### src/rtl/pwm_pkg.sv
// Shared constants and types for the multi-channel PWM generator.
// Center-aligned mode is compiled in only when PWM_CENTER_ALIGN_EN is defined.
package pwm_pkg;

    localparam int ADDR_PERIOD     = 0;
    localparam int ADDR_PRESCALE   = 1;
    localparam int ADDR_CTRL       = 2;
    localparam int ADDR_DUTY0      = 3;
    localparam int CTRL_CENTER_BIT = 0;

    typedef enum logic {
        DIR_UP   = 1'b0,
        DIR_DOWN = 1'b1
    } dir_t;

endpackage

### src/rtl/pwm_multi_channel_if.sv
// Write-only register bus for the PWM generator: one write per cycle, no backpressure.
interface pwm_multi_channel_if #(
    parameter int WIDTH  = 8,
    parameter int ADDR_W = 3
);

    logic              wr_en;
    logic [ADDR_W-1:0] wr_addr;
    logic [WIDTH-1:0]  wr_data;

    modport master (
        output wr_en,
        output wr_addr,
        output wr_data
    );

    modport slave (
        input wr_en,
        input wr_addr,
        input wr_data
    );

endinterface

### src/rtl/pwm_timebase.sv
// Prescaled shared timebase: prescaler, up/up-down counter, boundary detect and period_tick.
// The up-down (center) counting path exists only when PWM_CENTER_ALIGN_EN is defined.
module pwm_timebase
    import pwm_pkg::*;
#(
    parameter int WIDTH = 8
) (
    input  logic             clk,
    input  logic             rst,
    input  logic             en,
    input  logic [WIDTH-1:0] period,
    input  logic [WIDTH-1:0] prescale,
`ifdef PWM_CENTER_ALIGN_EN
    input  logic             center,
`endif
    output logic [WIDTH-1:0] cnt,
    output logic             tick,
    output logic             boundary,
    output logic             period_tick
);

    logic [WIDTH-1:0] pre_cnt_q, pre_cnt_d;
    logic [WIDTH-1:0] cnt_q, cnt_d;
    logic             period_tick_q, period_tick_d;
`ifdef PWM_CENTER_ALIGN_EN
    dir_t             dir_q, dir_d;
`endif

    assign tick = en && (pre_cnt_q >= prescale);

    // boundary flags the last count position of a period; the period ends on the next tick.
`ifdef PWM_CENTER_ALIGN_EN
    assign boundary = center ? ((period == '0) || ((dir_q == DIR_DOWN) && (cnt_q == '0)))
                             : (cnt_q >= period);
`else
    assign boundary = (cnt_q >= period);
`endif

    always_comb begin
        pre_cnt_d     = pre_cnt_q;
        cnt_d         = cnt_q;
        period_tick_d = tick && boundary;
`ifdef PWM_CENTER_ALIGN_EN
        dir_d         = dir_q;
`endif
        if (!en) begin
            pre_cnt_d = '0;
            cnt_d     = '0;
`ifdef PWM_CENTER_ALIGN_EN
            dir_d     = DIR_UP;
`endif
        end else begin
            pre_cnt_d = tick ? '0 : pre_cnt_q + 1'b1;
            if (tick) begin
                if (boundary) begin
                    cnt_d = '0;
`ifdef PWM_CENTER_ALIGN_EN
                    dir_d = DIR_UP;
`endif
                end else begin
`ifdef PWM_CENTER_ALIGN_EN
                    // At the top in center mode the count holds one tick while turning round.
                    if (center && (dir_q == DIR_UP) && (cnt_q >= period)) begin
                        dir_d = DIR_DOWN;
                    end else if (center && (dir_q == DIR_DOWN)) begin
                        cnt_d = cnt_q - 1'b1;
                    end else begin
                        cnt_d = cnt_q + 1'b1;
                    end
`else
                    cnt_d = cnt_q + 1'b1;
`endif
                end
            end
        end
    end

    always_ff @(posedge clk) begin
        if (rst) begin
            pre_cnt_q     <= '0;
            cnt_q         <= '0;
            period_tick_q <= 1'b0;
`ifdef PWM_CENTER_ALIGN_EN
            dir_q         <= DIR_UP;
`endif
        end else begin
            pre_cnt_q     <= pre_cnt_d;
            cnt_q         <= cnt_d;
            period_tick_q <= period_tick_d;
`ifdef PWM_CENTER_ALIGN_EN
            dir_q         <= dir_d;
`endif
        end
    end

    assign cnt         = cnt_q;
    assign period_tick = period_tick_q;

endmodule

### src/rtl/pwm_multi_channel.sv
// Multi-channel PWM generator: double-buffered register file, shared timebase, per-channel comparators.
// Defining PWM_CENTER_ALIGN_EN adds the control register and center-aligned counting.
module pwm_multi_channel
    import pwm_pkg::*;
#(
    parameter int WIDTH    = 8,
    parameter int CHANNELS = 4,
    parameter int ADDR_W   = $clog2(CHANNELS + 3)
) (
    input  logic                 clk,
    input  logic                 rst,
    input  logic                 en,
    pwm_multi_channel_if.slave   bus,
    output logic [CHANNELS-1:0]  pwm_out,
    output logic                 period_tick,
    output logic [WIDTH-1:0]     cnt
);

    logic [WIDTH-1:0]                period_sh_q, period_sh_d;
    logic [WIDTH-1:0]                period_act_q, period_act_d;
    logic [WIDTH-1:0]                prescale_sh_q, prescale_sh_d;
    logic [WIDTH-1:0]                prescale_act_q, prescale_act_d;
    logic [CHANNELS-1:0][WIDTH-1:0]  duty_sh_q, duty_sh_d;
    logic [CHANNELS-1:0][WIDTH-1:0]  duty_act_q, duty_act_d;
    logic [CHANNELS-1:0]             pwm_out_q, pwm_out_d;
`ifdef PWM_CENTER_ALIGN_EN
    logic                            center_sh_q, center_sh_d;
    logic                            center_act_q, center_act_d;
`endif

    logic tick;
    logic boundary;
    logic copy_en;

    pwm_timebase #(
        .WIDTH (WIDTH)
    ) u_timebase (
        .clk         (clk),
        .rst         (rst),
        .en          (en),
        .period      (period_act_q),
        .prescale    (prescale_act_q),
`ifdef PWM_CENTER_ALIGN_EN
        .center      (center_act_q),
`endif
        .cnt         (cnt),
        .tick        (tick),
        .boundary    (boundary),
        .period_tick (period_tick)
    );

    // Shadow writes; out-of-range addresses simply match nothing.
    always_comb begin
        period_sh_d   = period_sh_q;
        prescale_sh_d = prescale_sh_q;
        duty_sh_d     = duty_sh_q;
`ifdef PWM_CENTER_ALIGN_EN
        center_sh_d   = center_sh_q;
`endif
        if (bus.wr_en) begin
            if (bus.wr_addr == ADDR_W'(ADDR_PERIOD)) begin
                period_sh_d = bus.wr_data;
            end
            if (bus.wr_addr == ADDR_W'(ADDR_PRESCALE)) begin
                prescale_sh_d = bus.wr_data;
            end
`ifdef PWM_CENTER_ALIGN_EN
            if (bus.wr_addr == ADDR_W'(ADDR_CTRL)) begin
                center_sh_d = bus.wr_data[CTRL_CENTER_BIT];
            end
`endif
            for (int i = 0; i < CHANNELS; i++) begin
                if (bus.wr_addr == ADDR_W'(ADDR_DUTY0 + i)) begin
                    duty_sh_d[i] = bus.wr_data;
                end
            end
        end
    end

    // The copy reads the registered shadow, so a write landing on the boundary edge waits a period.
    assign copy_en = !en || (tick && boundary);

    always_comb begin
        period_act_d   = period_act_q;
        prescale_act_d = prescale_act_q;
        duty_act_d     = duty_act_q;
`ifdef PWM_CENTER_ALIGN_EN
        center_act_d   = center_act_q;
`endif
        if (copy_en) begin
            period_act_d   = period_sh_q;
            prescale_act_d = prescale_sh_q;
            duty_act_d     = duty_sh_q;
`ifdef PWM_CENTER_ALIGN_EN
            center_act_d   = center_sh_q;
`endif
        end
    end

    for (genvar i = 0; i < CHANNELS; i++) begin : g_cmp
        assign pwm_out_d[i] = en && (cnt < duty_act_q[i]);
    end

    always_ff @(posedge clk) begin
        if (rst) begin
            period_sh_q    <= '1;
            period_act_q   <= '1;
            prescale_sh_q  <= '0;
            prescale_act_q <= '0;
            duty_sh_q      <= '0;
            duty_act_q     <= '0;
            pwm_out_q      <= '0;
`ifdef PWM_CENTER_ALIGN_EN
            center_sh_q    <= 1'b0;
            center_act_q   <= 1'b0;
`endif
        end else begin
            period_sh_q    <= period_sh_d;
            period_act_q   <= period_act_d;
            prescale_sh_q  <= prescale_sh_d;
            prescale_act_q <= prescale_act_d;
            duty_sh_q      <= duty_sh_d;
            duty_act_q     <= duty_act_d;
            pwm_out_q      <= pwm_out_d;
`ifdef PWM_CENTER_ALIGN_EN
            center_sh_q    <= center_sh_d;
            center_act_q   <= center_act_d;
`endif
        end
    end

    assign pwm_out = pwm_out_q;

endmodule
### src/flat_wrapper.sv
// flat-port wrapper written by rule: the top's interface ports become plain ports
module pwm_multi_channel_flat import pwm_pkg::*;
#(
    parameter int WIDTH    = 8,
    parameter int CHANNELS = 4,
    parameter int ADDR_W   = $clog2(CHANNELS + 3)
)
  (clk, rst, en, pwm_out, period_tick, cnt, bus_wr_en, bus_wr_addr, bus_wr_data);
  pwm_multi_channel_if #(.WIDTH(WIDTH), .ADDR_W(ADDR_W)) bus_i ();
  input  logic clk;
  input  logic rst;
  input  logic en;
  output logic [CHANNELS-1:0] pwm_out;
  output logic period_tick;
  output logic [WIDTH-1:0] cnt;
  input wire logic [$bits(bus_i.wr_en)-1:0] bus_wr_en;
  input wire logic [$bits(bus_i.wr_addr)-1:0] bus_wr_addr;
  input wire logic [$bits(bus_i.wr_data)-1:0] bus_wr_data;
  assign bus_i.wr_en = bus_wr_en;
  assign bus_i.wr_addr = bus_wr_addr;
  assign bus_i.wr_data = bus_wr_data;
  pwm_multi_channel #(.WIDTH(WIDTH), .CHANNELS(CHANNELS), .ADDR_W(ADDR_W)) u_core (.clk(clk), .rst(rst), .en(en), .bus(bus_i), .pwm_out(pwm_out), .period_tick(period_tick), .cnt(cnt));
endmodule
### config.mk
export PLATFORM = sky130hd
export DESIGN_NAME = pwm_multi_channel_flat
export DESIGN_NICKNAME = d
export VERILOG_FILES = /design/src/rtl/pwm_pkg.sv /design/src/rtl/pwm_multi_channel_if.sv /design/src/rtl/pwm_timebase.sv /design/src/rtl/pwm_multi_channel.sv /design/src/flat_wrapper.sv
export SDC_FILE = /design/constraint.sdc
export NUM_CORES = 1
export LEC_CHECK = 0
export ABC_AREA = 0
export CORE_MARGIN = 10
export CORE_UTILIZATION = 40
export CTS_BUF_LIST = sky130_fd_sc_hd__clkbuf_4 sky130_fd_sc_hd__clkbuf_8
export DETAILED_ROUTE_END_ITERATION = 7
export PLACE_DENSITY = 0.67
export REMOVE_ABC_BUFFERS = 1
export SLEW_MARGIN = 20
export SYNTH_ARGS = -nofsm -noshare
export SYNTH_HDL_FRONTEND = slang
export SYNTH_SLANG_ARGS = --single-unit
### constraint.sdc
create_clock -name clk -period 2.5 [get_ports clk]
set_input_delay 0.5 -clock clk [delete_from_list [all_inputs] [get_ports clk]]
set_output_delay 0.5 -clock clk [all_outputs]
set_load 0.01 [all_outputs]
# == Word level (Yosys, flattened, before mapping) ==
# Index checks and enable logic that the tools add are counted.
# totals
elab_cells,48
ff_bits,117
# classes
n_eq_ne,5
n_mux,1
n_reduce_logical,17
add_sub_neg,2
bitwise,1
magnitude_cmp,6
# op_table
operator,n
8-bit < comparator,4
"8-bit by 1-bit adder with 8-bit output, second input constant",2
8-bit >= comparator,2
2-bit AND reduction,6
"3-bit == test, second input constant",3
8-bit 2-to-1 mux,1
1-bit logical AND,6
"3-bit by 1-bit == test with 1-bit output, second input constant",1
"3-bit by 2-bit == test with 1-bit output, second input constant",1
3-bit zero test,1
3-bit OR reduction,1
2-bit OR reduction,1
1-bit zero test,1
1-bit logical OR,1
1-bit NOT,1

# == Logic depth before layout (Yosys ltp) ==
# Gate-level depths: netlist of the first run.
# depth
word_depth,4
depth_mapped,10
depth_no_buf,7

# == Cells and area by module ==
# A second synthesis of the first run with hierarchy kept.
# unflattened
hier_cells,658
hier_area_um2,5315.1
# by_module_without_submodules
module,area_each_um2,cells_per_inst,n_inst
pwm_multi_channel,4177.8,522,1
pwm_timebase,1137.3,136,1

# == Worst setup path after synthesis of the first run ==
# Ideal clock, no wire load.
# synth_path
path_kind,register -> register
startpoint,register u_core.u_timebase.pre_cnt_q[0]
endpoint,register u_core.duty_act_q[10] in the netlist's numbering
arrival_time_ns,2.152
required_ns,2.428
n_path_buf,3
stages_incl_launch_ff,11
setup_slack_ns,0.276
path_cell_list,dfxtp_1 inv_1 ha_1 nand2b_1 a2111o_1 a31oi_2 o21a_1 buf_2 buf_8 buf_12 mux2i_1
# synth_between
elab_chain_len,4
# synth_rtl
item,line_no,text
from (decl),pwm_timebase.sv:22,"logic [WIDTH-1:0] pre_cnt_q, pre_cnt_d;"
from (signal assigned),pwm_timebase.sv:87,pre_cnt_q <= pre_cnt_d;
8-bit >= comparator,pwm_timebase.sv:29,assign tick = en && (pre_cnt_q >= prescale);
1-bit logical AND,pwm_timebase.sv:29,
1-bit logical AND,pwm_multi_channel.sv:81,assign copy_en = !en || (tick && boundary);
1-bit logical OR,pwm_multi_channel.sv:81,
to (signal assigned),pwm_multi_channel.sv:123,duty_act_q <= duty_act_d;
to (decl),pwm_multi_channel.sv:24,"logic [CHANNELS-1:0][WIDTH-1:0] duty_act_q, duty_act_d;"
# Every way passes these cells.
# A chain may end at the register's enable or synchronous reset.

# == Worst setup path after layout of the first run ==
# layout_path
startpoint,register u_core.u_timebase.pre_cnt_q[0]
endpoint,register u_core.duty_act_q[13] in the netlist's numbering
# The elaborated chain is that of the path after synthesis.

==> impl_metrics.tcl, run 1 <==
set metrics [dict create \
    rsz0062_at_grt "false" \
    drc_errors 0 \
    place_inst 856 \
    wl_met1_um 6760 \
    dr_total_vias 4424 \
    drive_gt1_frac 0.0736 \
    portBuffers 27 \
    drt-initial-drc-count 312 \
    hold_path.class "flop to flop" \
    seq_area_frac_synth 0.408 \
    htreeDepth 4 \
    design_area_um2 6650 \
    rows 43 \
    holdBufCountCts 0 \
    io_pins 28 \
    die_y_um 140 \
    grt_max_degree 55 \
    clock-sinks 117 \
    status "finished clean" \
    grt_pass1_vias 4337 \
    routedWlPerCell_um 14.7 \
    diodes 0 \
    netlist.top_cell.by_area "dfxtp_1" \
    fill_cells 1326 \
    seqCellArea_um2 2340 \
    fin_crit_sh 0.926 \
    vdd_drop_max_mv 0.343 \
    drv_slew 0 \
    gp_congestion 0.811 \
    syn_to_final_growth_pct 15.8 \
    final.setup.tns_ns 0 \
    clk_latency_ns 0.43 \
    grt_pass1_wl_um 21700 \
    worst_slew_pin_slew_ns 0.668 \
    drt_first_pass_iters 5 \
    critPathMaxFanout 17 \
    avgSynthCellArea_um2 8.68 \
    cp.arrival_ns 2.67 \
    synth_cells 662 \
    hold_ws_ns 0.459 \
    clk_pin_slew_worst_paths_ns 0.07 \
    cts_resized 0 \
    power_mw 4.00 \
    cts_buffers 17 \
    p_leak_nw 2.59 \
    synth_warnings 0 \
    yosysTopAreaCellShare 0.408 \
    synth_edf_count 0 \
    synthTopCellsByArea "dfxtp_1, ha_1, nand2b_1, mux2i_1, nand2_1" \
    synthArstFlopShare 0 \
    startpoint_type "flop" \
    cts_setup_buffers 0 \
    synth_seq_cells 117 \
    synth_area_um2 5740 \
    endpoint_kind "flop" \
    synth_cell_types 38 \
    cts_tree "yes" \
    multi_input_area_um2 3070 \
    powerDensity_nw_per_um2 602 \
    period_needed_ns 2.32 \
    wl_met3_um 670 \
    coreArea_um2 14000 \
    cp.required_ns 2.86 \
    fmaxAchievable_mhz 432 \
    top_layer_used "met4" \
    viasPerCell 4.99 \
    drt.antenna.violating_nets 0 \
    finalHoldViolCount 0 \
    skew_ns 0.00838 \
    antenna_found_initial 0 \
    wirelength_um 13100 \
    final_cells 887 \
    dieWidth_um 140 \
    final_net_count 756 \
    crit_type "flop to flop" \
    setup_viol 0 \
    dpl.hpwl_um 9620 \
    synthFlopType "dfxtp_1" \
    track_usage 0.135 \
    drv_cap 0 \
    slew_headroom 0.555 \
    start_util 0.411 \
    grt_overflow 0 \
    met2_length_um 5460 \
    place_area_um2 6230 \
    synth_commonest_cells "dfxtp_1, nand2_1, nand2b_1, a21oi_1, mux2i_1" \
    die_area_um2 19600 \
    yosysMostFrequentCell "dfxtp_1" \
    root_buffer "clkbuf_8" \
    max-clock-path-buffers 2 \
]
-- state kept, by name, summed over array words and instances (netlist names) --
name                           flops
u_core.duty_act_q                 32
u_core.duty_sh_q                  32
u_core.period_act_q                8
u_core.period_sh_q                 8
u_core.prescale_act_q              8
u_core.prescale_sh_q               8
u_core.pwm_out                     4
u_core.u_timebase.cnt              8
u_core.u_timebase.period_tick      1
u_core.u_timebase.pre_cnt_q        8
-- cells in the final DEF, fill, tap and decap left out, types with 2 or more instances in the layout --
cell / Yosys / routed
nor2b_1: 13 / 13
and3_1: 4 / 4
nand2_1: 104 / 104
clkdlybuf4s50_1: 0 / 26
xnor2_1: 2 / 2
o311ai_0: 4 / 4
dfxtp_1: 117 / 117
nor3_1: 3 / 3
nor4_1: 4 / 4
a21oi_1: 57 / 57
or3_1: 6 / 6
buf_12: 2 / 3
xor2_1: 4 / 4
nand2b_1: 91 / 91
clkbuf_8: 0 / 19
clkbuf_4: 0 / 4
ha_1: 46 / 46
o211ai_1: 4 / 4
clkinv_2: 0 / 2
clkinv_4: 0 / 2
o21ai_0: 4 / 4
buf_4: 2 / 14
bufinv_16: 0 / 3
nor2_1: 29 / 29
a21o_1: 8 / 8
a211o_1: 8 / 8
nand3_1: 13 / 13
or4_1: 4 / 4
o22ai_1: 5 / 5
nand4_1: 2 / 2
mux2i_1: 48 / 48
inv_1: 45 / 45
-- layout make-up --
class                           instances  share of cell area
Multi-Input combinational cell        471               0.462
Clock buffer                           23              0.0438
Timing Repair Buffer                   43              0.0640
Inverter                               45              0.0254
Tap cell                              180              0.0339
Clock inverter                          8              0.0188
Sequential cell                       117               0.352
-- worst paths after layout --
check                                                               start                                   end  slack, ns  cells past startpoint
worst max register to register  u_core.u_timebase.pre_cnt_q[0]$_SDFF_PP0_    u_core.duty_act_q[13]$_SDFFE_PP0P_       0.18                      8
worst max-delay path            u_core.u_timebase.pre_cnt_q[0]$_SDFF_PP0_    u_core.duty_act_q[13]$_SDFFE_PP0P_       0.18                      8
worst min-delay path                 u_core.prescale_sh_q[3]$_SDFFE_PP0P_  u_core.prescale_sh_q[3]$_SDFFE_PP0P_       0.46                      2
worst min register to register       u_core.prescale_sh_q[3]$_SDFFE_PP0P_  u_core.prescale_sh_q[3]$_SDFFE_PP0P_       0.46                      2
-- power breakdown --
| part | switching, mW | internal [mW] |
|---|---|---|
| Sequential | 0.0167 | 1.89 |
| Combinational | 0.149 | 0.120 |
| Clock | 0.743 | 1.08 |
-- routing by layer --
metal	up-vias	global-route usage
met5	-	0
met4	0	0.0533
met3	13	0.0330
met2	100	0.190
met1	2035	0.190
li1	2276	-
-- worst max-delay path, stage by stage (launching register included) --
cell	delay, ns
dfxtp_1	0.37
inv_1	0.06
ha_1	0.28
nand2b_1	0.14
a2111o_1	0.41
a31oi_2	0.22
o21a_2	0.33
buf_12	0.22
mux2i_1	0.20
-- stage by stage --
step                      utilization  setup slack [ns]
final                           0.475             0.184
after floorplan                     -             -1.17
after CTS                       0.475             0.175
after global placement          0.446             0.248
after detailed placement        0.446             0.179
after global routing            0.475            0.0435
-- cells by family (layout without fill, tap and decap cells) --
logic type / count (synthesis) / after routing / share of synthesized area
and+or+nand+nor: 276 / 276 / 0.241
DFF: 117 / 117 / 0.408
AOI/OAI and AO/OA: 95 / 95 / 0.101
buffers and inverters: 74 / 119 / 0.0577
muxes: 48 / 48 / 0.0836
adders and majority gates: 46 / 46 / 0.100
xor gates and xnor gates: 6 / 6 / 0.00915
No activity file was read; power rests on OpenSTA's default activity.
==> run 2: changes to the inputs <==
Settings changed: CORE_UTILIZATION 40 to 55, PLACE_DENSITY 0.67 to 0.84.
==> run 2 against run 1 <==
Against the previous run:
- non-clock buffer count is 3 lower
- die area is 24% lower
- hold slack better by 0.0022 ns
- clock power decreased by 4%
- sequential share of layout area grew 0.59 points
- clock skew is 0.0085 ns higher
- global-route usage up 4.7 points
- register-to-register slack worse by 0.04 ns
- setup slack lost 0.043 ns
- cell count down 5.1%
- total power shrank 2.1%
- critical path type unchanged
- critical endpoint is now u_core.duty_act_q[4]$_SDFFE_PP0P_
- largest cell class unchanged
==> impl_metrics.tcl, run 2 (synthesis results as in run 1) <==
set metrics [dict create \
    setup_slack_ns 0.141 \
    start_util 0.561 \
    drv_slew 0 \
    track_usage 0.181 \
    hold_ws_ns 0.461 \
    fmaxAchievable_mhz 424 \
    dieWidth_um 122 \
    grt_pass1_wl_um 21800 \
    p_leak_nw 2.56 \
    worst_slew_pin_slew_ns 0.650 \
    final_net_count 753 \
    viasPerCell 5.50 \
    pre_cts_slack_ns 0.212 \
    dr_total_vias 4633 \
    io_pins 28 \
    reg_top3 "u_core.duty_act_q (32), u_core.duty_sh_q (32)" \
    cp.required_ns 2.85 \
    syn_to_final_growth_pct 13.9 \
    drt.antenna.violating_nets 0 \
    rsz0062_at_grt "false" \
    drt_first_pass_iters 6 \
    cts_buffers 17 \
    endpoint_kind "flop" \
    vdd_drop_max_mv 0.322 \
    cts_tree "yes" \
    cp.arrival_ns 2.70 \
    place_inst 809 \
    cts_setup_buffers 0 \
    rows 37 \
    status "finished clean" \
    finalHoldViolCount 0 \
    coreArea_um2 10200 \
    setup_viol 0 \
    hold_path.class "flop to flop" \
    period_needed_ns 2.36 \
    final_cells 842 \
    cts_resized 0 \
    fin_crit_sh 0.944 \
    max-clock-path-buffers 2 \
    final_common_cell "dfxtp_1" \
    critPathMaxFanout 48 \
    skew_ns 0.0169 \
    drt-initial-drc-count 565 \
    drc_errors 0 \
    grt_pass1_vias 4545 \
    wirelength_um 13400 \
    root_buffer "clkbuf_8" \
    holdBufCountCts 0 \
    clk_latency_ns 0.44 \
    clk_pin_slew_worst_paths_ns 0.09 \
    grt_max_degree 145 \
    place_area_um2 6140 \
    design_area_um2 6540 \
    drive_gt1_frac 0.0709 \
    grt_overflow 0 \
    mostFrequentLayoutCells "dfxtp_1, nand2_1, nand2b_1" \
    htreeDepth 4 \
    drv_cap 0 \
    portBuffers 27 \
    power_mw 3.91 \
    die_y_um 122 \
    startpoint_type "flop" \
    slew_headroom 0.567 \
    antenna_found_initial 0 \
    die_area_um2 14900 \
    dpl.hpwl_um 9470 \
    clock-sinks 117 \
    routedWlPerCell_um 15.9 \
    powerDensity_nw_per_um2 599 \
    gp_congestion 0.835 \
    crit_type "flop to flop" \
]
## run 2: final timing paths
check                                       startpoint                                 to  slack (ns)  cells after the start
min                   u_core.duty_sh_q[9]$_SDFFE_PP0P_   u_core.duty_sh_q[9]$_SDFFE_PP0P_        0.46                      2
min reg2reg           u_core.duty_sh_q[9]$_SDFFE_PP0P_   u_core.duty_sh_q[9]$_SDFFE_PP0P_        0.46                      2
max reg2reg  u_core.u_timebase.pre_cnt_q[0]$_SDFF_PP0_  u_core.duty_act_q[4]$_SDFFE_PP0P_        0.14                      8
max          u_core.u_timebase.pre_cnt_q[0]$_SDFF_PP0_  u_core.duty_act_q[4]$_SDFFE_PP0P_        0.14                      8
## run 2: area by class of cell
type | count | area (um^2)
Fill cell | 793 | 3690
Sequential cell | 117 | 2340
Inverter | 45 | 169
Tap cell | 136 | 170
Timing Repair Buffer | 40 | 390
Antenna cell | 1 | 2.50
Clock buffer | 17 | 234
Clock inverter | 15 | 160
Multi-Input combinational cell | 471 | 3070
## run 2: layer usage
metal,vias to the layer above,track usage,wire (um)
li1,2273,-,-
met1,2163,0.225,6010
met2,163,0.289,6220
met3,34,0.0527,877
met4,0,0.0744,299
met5,-,0,0
## run 2: critical path: stages, from the launching register on
cell and delay, ns:
dfxtp_1 0.39, inv_1 0.06, ha_1 0.27, nand2b_1 0.14, a2111o_1 0.41, a31oi_2 0.20, o21a_2 0.19, buf_12 0.30
mux2i_1 0.29
## run 2: report_power, final
group | internal [mW] | total, mW | switching (mW)
clock network | 0.836 | 1.74 | 0.905
logic | 0.116 | 0.263 | 0.147
registers | 1.89 | 1.91 | 0.0178
total | 2.84 | 3.91 | 1.07
## run 2: stage by stage
| stage | util | setup TNS [ns] |
|---|---|---|
| global placement | 0.600 | 0 |
| floorplan | - | -56.15 |
| detailed placement | 0.600 | 0 |
| finish | 0.639 | 0 |
| global route | 0.639 | 0 |
| CTS | 0.639 | 0 |
